## src/rtl/cpu_pkg.sv

```systemverilog
// Shared CPU definitions: opcodes, branch condition codes, flag update masks
// and the flag controller state type.
package cpu_pkg;

    localparam int unsigned OPC_W   = 4;
    localparam int unsigned CC_BITS = 3;

    localparam logic [OPC_W-1:0] ADD = 4'h0;
    localparam logic [OPC_W-1:0] SUB = 4'h1;
    localparam logic [OPC_W-1:0] XOR = 4'h2;
    localparam logic [OPC_W-1:0] SLL = 4'h3;
    localparam logic [OPC_W-1:0] SRA = 4'h4;
    localparam logic [OPC_W-1:0] ROR = 4'h5;
    localparam logic [OPC_W-1:0] B   = 4'h6;
    localparam logic [OPC_W-1:0] BR  = 4'h7;
    localparam logic [OPC_W-1:0] HLT = 4'hF;

    localparam logic [CC_BITS-1:0] CC_NE = 3'b000;
    localparam logic [CC_BITS-1:0] CC_EQ = 3'b001;
    localparam logic [CC_BITS-1:0] CC_GT = 3'b010;
    localparam logic [CC_BITS-1:0] CC_LT = 3'b011;
    localparam logic [CC_BITS-1:0] CC_GE = 3'b100;
    localparam logic [CC_BITS-1:0] CC_LE = 3'b101;
    localparam logic [CC_BITS-1:0] CC_OV = 3'b110;
    localparam logic [CC_BITS-1:0] CC_AL = 3'b111;

    typedef enum logic {RUN, HALTED} flag_state_t;

    // Returns the {N,Z,V} bits an opcode is allowed to write.
    function automatic logic [2:0] flag_mask(input logic [OPC_W-1:0] opcode);
        logic [2:0] m;
        m = 3'b000;
        case (opcode)
            ADD, SUB:           m = 3'b111;
            XOR, SLL, SRA, ROR: m = 3'b010;
            default:            m = 3'b000;
        endcase
        return m;
    endfunction

endpackage

```

## src/rtl/branch_cond_eval.sv

```systemverilog
// Combinational branch condition evaluation on {N,Z,V} flags.
module branch_cond_eval
    import cpu_pkg::*;
#(
    parameter int unsigned CC_W = 3
) (
    input  logic [2:0]      eff,
    input  logic [CC_W-1:0] br_cond,
    output logic            cond_true
);

    logic n, z, v;
    assign {n, z, v} = eff;

    always_comb begin
        cond_true = 1'b0;
        case (br_cond)
            CC_NE: cond_true = !z;
            CC_EQ: cond_true = z;
            CC_GT: cond_true = !z && !n;
            CC_LT: cond_true = n;
            CC_GE: cond_true = z || (!z && !n);
            CC_LE: cond_true = n || z;
            CC_OV: cond_true = v;
            CC_AL: cond_true = 1'b1;
        endcase
    end

endmodule

```

## src/rtl/flag_ctrl.sv

```systemverilog
// Architectural N/Z/V flag owner: masked flag commit from EX, EX-to-ID bypass,
// branch hazard/resolve for ID, and a sticky halt state.
module flag_ctrl
    import cpu_pkg::*;
#(
    parameter int unsigned OPCODE_W = 4,
    parameter int unsigned CC_W     = 3
) (
    input  logic                clk,
    input  logic                rst,
    input  logic                ex_valid,
    input  logic                ex_stall,
    input  logic                ex_flush,
    input  logic [OPCODE_W-1:0] ex_opcode,
    input  logic [2:0]          ex_flags,
    input  logic                br_valid,
    input  logic [CC_W-1:0]     br_cond,
    output logic                br_ready,
    output logic                br_taken,
    output logic                N_flag,
    output logic                Z_flag,
    output logic                V_flag,
    output logic                halted
);

    flag_state_t state_q, state_d;
    logic [2:0]  flags_q, flags_d;
    logic [2:0]  mask;
    logic [2:0]  eff;
    logic        commit;
    logic        hazard;
    logic        cond_true;

    assign mask   = flag_mask(ex_opcode);
    assign commit = ex_valid && !ex_stall && !ex_flush && (state_q == RUN);

    // Committing writer's bits are forwarded so ID sees them this cycle.
    assign eff = commit ? ((ex_flags & mask) | (flags_q & ~mask)) : flags_q;

    // A stalled flag writer has not produced final flags yet; a flushed one never will.
    assign hazard = ex_valid && !ex_flush && ex_stall && (mask != 3'b000);

    always_comb begin
        flags_d = eff;
        state_d = state_q;
        if (commit && (ex_opcode == HLT)) begin
            state_d = HALTED;
        end
    end

    always_ff @(posedge clk or posedge rst) begin
        if (rst) begin
            flags_q <= 3'b000;
            state_q <= RUN;
        end else begin
            flags_q <= flags_d;
            state_q <= state_d;
        end
    end

    branch_cond_eval #(
        .CC_W (CC_W)
    ) u_cond (
        .eff       (eff),
        .br_cond   (br_cond),
        .cond_true (cond_true)
    );

    assign br_ready = (state_q == RUN) && !hazard;
    assign br_taken = br_valid && br_ready && cond_true;

    assign {N_flag, Z_flag, V_flag} = flags_q;
    assign halted = (state_q == HALTED);

endmodule

```

## config.mk

```make
export PLATFORM = sky130hd
export DESIGN_NAME = flag_ctrl
export DESIGN_NICKNAME = d
export VERILOG_FILES = /design/src/rtl/cpu_pkg.sv /design/src/rtl/branch_cond_eval.sv /design/src/rtl/flag_ctrl.sv
export SDC_FILE = /design/constraint.sdc
export NUM_CORES = 1
export LEC_CHECK = 0
export CAP_MARGIN = 20
export CORE_AREA = 10 10 47 49
export CTS_CLUSTER_SIZE = 10
export DETAILED_ROUTE_END_ITERATION = 7
export DIE_AREA = 0 0 57 59
export PLACE_DENSITY = 0.64
export SLEW_MARGIN = 20
export SYNTH_ARGS = -nofsm -noshare
export SYNTH_HDL_FRONTEND = slang
export SYNTH_SLANG_ARGS = --single-unit
```

## constraint.sdc

```tcl
create_clock -name clk -period 6.55 [get_ports clk]
set_input_delay 1.31 -clock clk [delete_from_list [all_inputs] [get_ports clk]]
set_output_delay 1.31 -clock clk [all_outputs]
set_load 0.01 [all_outputs]
```

**Yosys cells after proc, flatten, opt, wreduce, memory -nomap -nowiden**

Cells that the tools add are included.

- Bits in registers: 4
- Input bits: 16
- Output and inout bits: 6
- Logic and storage cells: 46

- Equality and inequality tests: 13
- Muxes and demuxes: 3
- Bitwise logic cells: 5
- Reductions and logical operators: 23

Operators with widths:

| kind | number |
|---|---|
| $eq 3x3->1 const B | 4 |
| $logic_and 1x1->1 | 11 |
| $eq 4x2->1 const B | 2 |
| $eq 4x3->1 const B | 2 |
| $pmux 1 s8 | 1 |
| $and 3x3->3 | 2 |
| $eq 3x2->1 const B | 2 |
| $pmux 3 s2 | 1 |
| $logic_not 1->1 | 5 |
| $eq 4x1->1 const B | 1 |
| $eq 4x4->1 const B | 1 |
| $logic_not 4->1 | 1 |
| $reduce_or 4->1 | 1 |
| $eq 3x1->1 const B | 1 |
| $logic_not 3->1 | 1 |
| $mux 3 | 1 |
| $not 3->3 | 1 |
| $or 3x3->3 | 1 |
| $reduce_bool 3->1 | 1 |
| $logic_or 1x1->1 | 2 |
| $reduce_or 2->1 | 1 |
| $not 1->1 | 1 |

**Longest topological paths before layout**

Gate-level depths: netlist of run 1.

- Word-level depth: 12
- Gate-level depth with buffers: 5
- Depth with buffers taken out: 5

**Hierarchy**

A second synthesis of run 1 with hierarchy kept.

- Cell total of the unflattened synthesis: 29
- Area total of the unflattened synthesis: 297.8 um^2

Modules (own cells, without submodules):

| module | instances | cells each | area an instance (um^2) | seq. area each (um^2) |
|---|---|---|---|---|
| flag_ctrl | 1 | 18 | 221.5 | 100.1 |
| branch_cond_eval | 1 | 11 | 76.3 | 0.0 |

**Worst setup path after synthesis of run 1**

OpenSTA, ideal clock, no wires.

- Path type: input-to-output
- From: in ex_opcode[1]
- To: out br_taken
- Arrival: 2.831 ns
- Data required time: 5.240 ns
- Setup slack: 2.409 ns
- Stages: 5
- Buffers on the path: 0
- Path through: or4_4 > o21a_1 > or2_4 > a2111oi_4 > o311a_1

- Word-level cells in the longest chain between the ends: 12
- Elaborated cells on any way between the ends: 26
- Those cells by class: eq/ne: 5; mux: 3; bitwise: 4; reduce/logical: 14

RTL lines:

| element | RTL line | text |
|---|---|---|
| start: declaration | flag_ctrl.sv:14 | `input logic [OPCODE_W-1:0] ex_opcode,` |
| $eq 4x2->1 (tied with other cells) | cpu_pkg.sv:33 | `case (opcode)` |
| $reduce_or 4->1 or $reduce_or 2->1 (tied branches) | cpu_pkg.sv:33 |  |
| $pmux 3 s2 (*) | cpu_pkg.sv:33 |  |
| $not 3->3 | flag_ctrl.sv:38 | `assign eff = commit ? ((ex_flags & mask) \| (flags_q & ~mask)) : flags_q;` |
| $and 3x3->3 | flag_ctrl.sv:38 |  |
| $or 3x3->3 (*) | flag_ctrl.sv:38 |  |
| $mux 3 (*) | flag_ctrl.sv:38 |  |
| net eff[2] | flag_ctrl.sv:29 | `logic [2:0] eff;` |
| $logic_not 1->1 | branch_cond_eval.sv:20, branch_cond_eval.sv:22 |  |
| $logic_and 1x1->1 | branch_cond_eval.sv:20, branch_cond_eval.sv:22 |  |
| $logic_or 1x1->1 | branch_cond_eval.sv:22 | `CC_GE: cond_true = z \|\| (!z && !n);` |
| $pmux 1 s8 (*) | branch_cond_eval.sv:17 | `case (br_cond)` |
| $logic_and 1x1->1 (*) | flag_ctrl.sv:70 | `assign br_taken = br_valid && br_ready && cond_true;` |
| end: declaration | flag_ctrl.sv:19 | `output logic br_taken,` |

Mark *: on every way through the listed nets, which the timed path passes. The rest lies on a longest branch.

**Worst setup path after layout of run 1**

Ends and elaborated chain as after synthesis.

==> results.yml, run 1 <==
synthesis:
  synth.avg_cell_area_sq_um: 9.65
  syn-num-nets: 51
  post_synth_num_cell_types: 27
  yosysTopAreaCell: "dfrtp_1"
  synthCells: 35
  ys_ff_latch: 4
  synth-seq-area-share_pct: 29.6
  netlist_area_sq_um: 338
  synth_area_leaders: "dfrtp_1 (30%), a2111oi_4 (8.1%), a31o_2 (5.2%)"
  ys_warn_count: 0
  synth_top_area_share_pct: 29.6
timing:
  post-route-period-util_pct: 79.3
  min_period_ns: 5.19
  worst_pin_slew_ns: 0.487
  fin_worst_skew_ns: 0.00837
  rsz0062_at_grt: "no"
  setup_tns_ns: 0
  finalMaxSlewViolations: 0
  hold_ws_ns: 0.531
  slew_headroom_pct: 67.3
  setup_violations: 0
  max_freq_ghz: 0.193
  postLayoutSetupSlackWorst_ns: 1.36
  hold_violations: 0
drt:
  wl_per_cell_um: 16.0
  via_per_inst: 5.24
  vias: 393
  totalWireLength_mm: 1.20
  drtIter0Drc: 11
  drc: 0
  ant_nets: 0
  drt_pass1_iterations: 3
power:
  cell_internal_pwr_mw: 0.0816
  p_leak_nw: 0.224
  pwr-share-seq_pct: 28.3
  p_per_area_nw_per_um2: 202
  clkPwrFrac_pct: 26.6
  vdd_ir_drop_max_mv: 0.0895
  p_sw_share_pct: 31.6
  power_frac_comb_pct: 45.1
  p_sw_mw: 0.0377
grt:
  grt_overflow_total: 0
  grt_pass1_vias: 439
  grt_max_degree: 7
  grt_usage_pct: 7.49
  antenna_found_initial: 0
  grt_pass1_wl_mm: 1.99
placed_design:
  hpwl_um: 974
  io_buffers: 21
  dp_slack_ns: 1.36
  gp_congestion: 0.691
clock_tree:
  h-tree-depth: 1
  hold_buffers: 0
  cts_tree: "yes"
  cts-resized-gates: 0
  clk_root_buffer_cell: "clkbuf_4"
  insertion_delay_ns: 0.24
  cts.sinks: 4
  cts_setup_buffers: 0
  cts_buffers: 3
  cts_max_path_buffers: 2
  clkTransAtPathRegs_ns: 0.04
floorplanning:
  rows: 14
  die_h_um: 59
  dieArea_sq_um: 3360
  io-pin-count: 22
  coreArea_sq_um: 1400
  initial_core_util_pct: 24.1
  die_w_um: 57
setup_path:
  cp.arrival_ns: 3.88
  slowest_delay_ns: 0.56
  worst_setup_path_end_kind: "output port"
  critPathTopFamily: "buffers and inverters"
  cpMaxStageDelayCell: "or4_4"
  crit_path_start_kind: "input pin"
  worstSetupPathType: "input pin to output port"
  critPathMaxFanout: 5
  critPathBufInv: 2
  worstPathRequired_ns: 5.24
  path_cells: "clkdlybuf4s50_1, or4_4, o21a_1, or2_4, a2111oi_4, o311a_1, clkdlybuf4s50_1"
  critical_path.most_common_cell: "clkdlybuf4s50_1"
finish:
  area_growth_pct: 74.8
  drive_gt1_share_pct: 18.6
  diodes: 0
  nets: 77
worst_hold_path:
  hold_path.class: "register to register"
status:
  status: "complete, no violations"
flow_run:
  maxCapViolations: 0
[worst reg2reg max path: stages (launching register included)]
cell and delay [ns]:
dfrtp_1 0.41, or4_4 0.43, nor2_1 0.14, mux2i_1 0.26
inv_1 0.07
[power groups by stage]
stage          Clock, mW  Combinational [mW]  Sequential (mW)
6_report          0.0317              0.0538           0.0338
5_1_grt           0.0357              0.0584           0.0350
4_1_cts           0.0344              0.0546           0.0340
3_5_place_dp           0              0.0539           0.0342
3_3_place_gp           0              0.0536           0.0344
2_1_floorplan          0              0.0216           0.0360
[metrics by stage]
stage | area, sq um | utilization (%) | std cells | power, mW
floorplan | 338 | - | 35 | 0.0576
global placement | 568 | 40.5 | 72 | 0.0880
detailed placement | 568 | 40.5 | 72 | 0.0881
CTS | 591 | 42.1 | 75 | 0.123
global route | 591 | 42.1 | 75 | 0.129
finish | 591 | 42.1 | 75 | 0.119
[cells by family (layout without fill, tap and decap cells)]
logic type | Yosys count | after routing | synth area share [%]
AND/OR/NAND/NOR | 14 | 14 | 29.3
AO/OA/AOI/OAI | 13 | 13 | 34.8
flip-flops | 4 | 4 | 29.6
buffers and inverters | 3 | 27 | 3.33
multiplexers | 1 | 1 | 2.96
[routing by layer]
layer	wire, um	GRT usage, %	vias up	part of all wire (%)
li1	-	-	192	-
met1	554	7.88	183	46
met2	490	10.7	18	41
met3	156	5.58	0	13
met4	0	4.03	0	0
met5	0	0	-	0
[registers in the layout, summed over array words and instances (netlist names)]
register	flops
flags_q	3
halted	1
[cell type report]
type	instances	area, sq um
clock buffer	3	22.5
fill	156	811
inverter	3	11.3
multi-input combinational	28	226
sequential	4	100
tap	16	20.0
timing repair buffer	21	210
[cells in the mapped netlist, drive strengths merged]
cell / n
a2111oi: 1
a211oi: 1
a21boi: 1
a21oi: 1
a221oi: 1
a31o: 2
a31oi: 1
dfrtp: 4
inv: 3
mux2i: 1
nand2: 1
nand2b: 1
nand4: 1
nor2: 3
nor3b: 1
nor4b: 1
o21a: 1
o21ai: 1
o22ai: 1
o311a: 1
o41ai: 1
or2: 2
or3b: 1
or4: 1
or4b: 2
[worst paths after layout]
check                                  start          to  slack, ns  cells after the start
worst max-delay path            ex_opcode[1]    br_taken       1.36                      7
worst min-delay path              flags_q[0]  flags_q[0]       0.53                      2
worst max register to register        halted  flags_q[0]       5.11                      4
worst min register to register    flags_q[0]  flags_q[0]       0.53                      2
max in group asynchronous                rst  flags_q[0]       5.12                      2
min in group asynchronous                rst  flags_q[1]       1.26                      2
[cell usage in the layout (no fill, tap or decap), types with 2 or more instances in the layout]
cell type,n
clkdlybuf4s50_1,21
inv_1,3
clkbuf_4,3
dfrtp_1,4
nor2_1,3
a31o_2,2
No activity file was read; power rests on OpenSTA's default activity.
==> run 2, diff against run 1 <==
==> constraint.sdc (replaced) <==
create_clock -name clk -period 4.8 [get_ports clk]
set_input_delay 0.96 -clock clk [delete_from_list [all_inputs] [get_ports clk]]
set_output_delay 0.96 -clock clk [all_outputs]
set_load 0.01 [all_outputs]
==> results.yml, run 2 (synthesized netlist as in run 1, its figures left out) <==
status:
  status: "complete, no violations"
timing:
  worst_pin_slew_ns: 0.447
  min_period_ns: 4.51
  rsz0062_at_grt: "no"
  fin_worst_skew_ns: 0.00449
  slew_headroom_pct: 69.9
  post-route-period-util_pct: 94.0
  hold_violations: 0
  setup_tns_ns: 0
  setup_violations: 0
  max_freq_ghz: 0.222
  finalMaxSlewViolations: 0
drt:
  wirelength_met1_um: 535
  vias: 380
  top_layer: "met3"
  ant_nets: 0
  met2WireLength_um: 453
  drc: 0
  met3WireLength_um: 146
  totalWireLength_mm: 1.14
  via_per_inst: 5.00
  wl_per_cell_um: 14.9
  drt_pass1_iterations: 4
  drtIter0Drc: 2
finish:
  design_area_sq_um: 598
  fill_cells: 158
  drive_gt1_share_pct: 20.0
  nets: 78
  largest_register_ffs: 3
  final_cell_mix: "clkdlybuf4s50_1 (21), dfrtp_1 (4), nor2_1 (3), inv_1 (3), clkbuf_4 (3)"
  final_common_cell: "clkdlybuf4s50_1"
  diodes: 0
  regMostFlops: "flags_q"
  area_growth_pct: 77.0
clock_tree:
  cts_setup_buffers: 0
  cts_tree: "yes"
  insertion_delay_ns: 0.23
  h-tree-depth: 1
  hold_buffers: 0
  cts_buffers: 3
  cts.sinks: 4
  clkTransAtPathRegs_ns: 0.03
  cts_max_path_buffers: 2
  clk_root_buffer_cell: "clkbuf_4"
  cts-resized-gates: 0
floorplanning:
  initial_core_util_pct: 24.1
  die_w_um: 57
  dieArea_sq_um: 3360
  coreArea_sq_um: 1400
  rows: 14
  die_h_um: 59
  io-pin-count: 22
placed_design:
  io_buffers: 21
  placed_area_sq_um: 576
  gp_congestion: 0.756
  hpwl_um: 939
setup_path:
  critPathBufInv: 2
  critPathTopFamily: "buffers and inverters"
  slowest_delay_ns: 0.56
  crit_path_start_kind: "input pin"
  path_cells: "clkdlybuf4s50_1, or4_4, o21a_1, or2_4, a2111oi_4, o311a_1, clkdlybuf4s50_1"
  worstPathRequired_ns: 3.84
  cp.arrival_ns: 3.55
  cpMaxStageDelayCell: "or4_4"
  critPathMaxFanout: 5
  worst_setup_path_end_kind: "output port"
  critical_path.most_common_cell: "clkdlybuf4s50_1"
  worstSetupPathType: "input pin to output port"
grt:
  grt_pass1_wl_mm: 1.89
  grt_max_degree: 7
  grt_overflow_total: 0
  grt_pass1_vias: 440
  grt_usage_pct: 6.94
  antenna_found_initial: 0
flow_run:
  maxCapViolations: 0
power:
  vdd_ir_drop_max_mv: 0.147
  p_leak_nw: 0.229
  p_per_area_nw_per_um2: 269
worst_hold_path:
  hold_path.class: "register to register"
-- run 2: power by group --
group	total [mW]	switching, mW	internal (mW)
clock	0.0402	0.0123	0.0279
combinational	0.0742	0.0315	0.0427
sequential	0.0463	0.00534	0.0409
total	0.161	0.0491	0.111
-- run 2: area by class of cell --
class / instances / area (sq um) / area share (%)
multi-input combinational: 28 / 226 / 37.9
timing repair buffer: 22 / 218 / 36.4
sequential: 4 / 100 / 16.7
clock buffer: 3 / 22.5 / 3.77
tap: 16 / 20.0 / 3.35
inverter: 3 / 11.3 / 1.88
-- run 2: path summary, 6_finish.rpt --
path                              startpoint          to  slack (ns)  cells after the start
min in group asynchronous                rst  flags_q[2]        0.91                      2
worst max register to register        halted  flags_q[2]        3.34                      3
worst min-delay path              flags_q[0]  flags_q[0]        0.54                      2
max in group asynchronous                rst      halted        3.75                      2
worst max-delay path            ex_opcode[1]    br_taken        0.29                      7
worst min register to register    flags_q[0]  flags_q[0]        0.54                      2
-- run 2: tightest hold or removal path: cells and delay by family, from the launching register on --
kind	cells	cell delay, ns
flops	1	0.34
mux	1	0.10
buf+inv	1	0.06
-- run 2: stage by stage --
stage / power [mW] / hold slack (ns) / instances / util, % / worst slack, ns
finish: 0.161 / 0.537 / 76 / 42.7 / 0.286
global route: 0.174 / 0.577 / 76 / 42.7 / 0.211
CTS: 0.163 / 0.540 / 76 / 42.7 / 0.279
detailed placement: 0.121 / 0.525 / 73 / 41.1 / 0.295
global placement: 0.120 / 0.521 / 73 / 41.1 / 0.296
floorplan: 0.0786 / 0.541 / 35 / - / 1.36
-- run 2: layer usage --
layer  vias up  global-route usage (%)
met5         -                       0
met4         0                    3.02
met3         0                    4.51
met2        24                    10.1
met1       163                    7.80
li1        193                       -
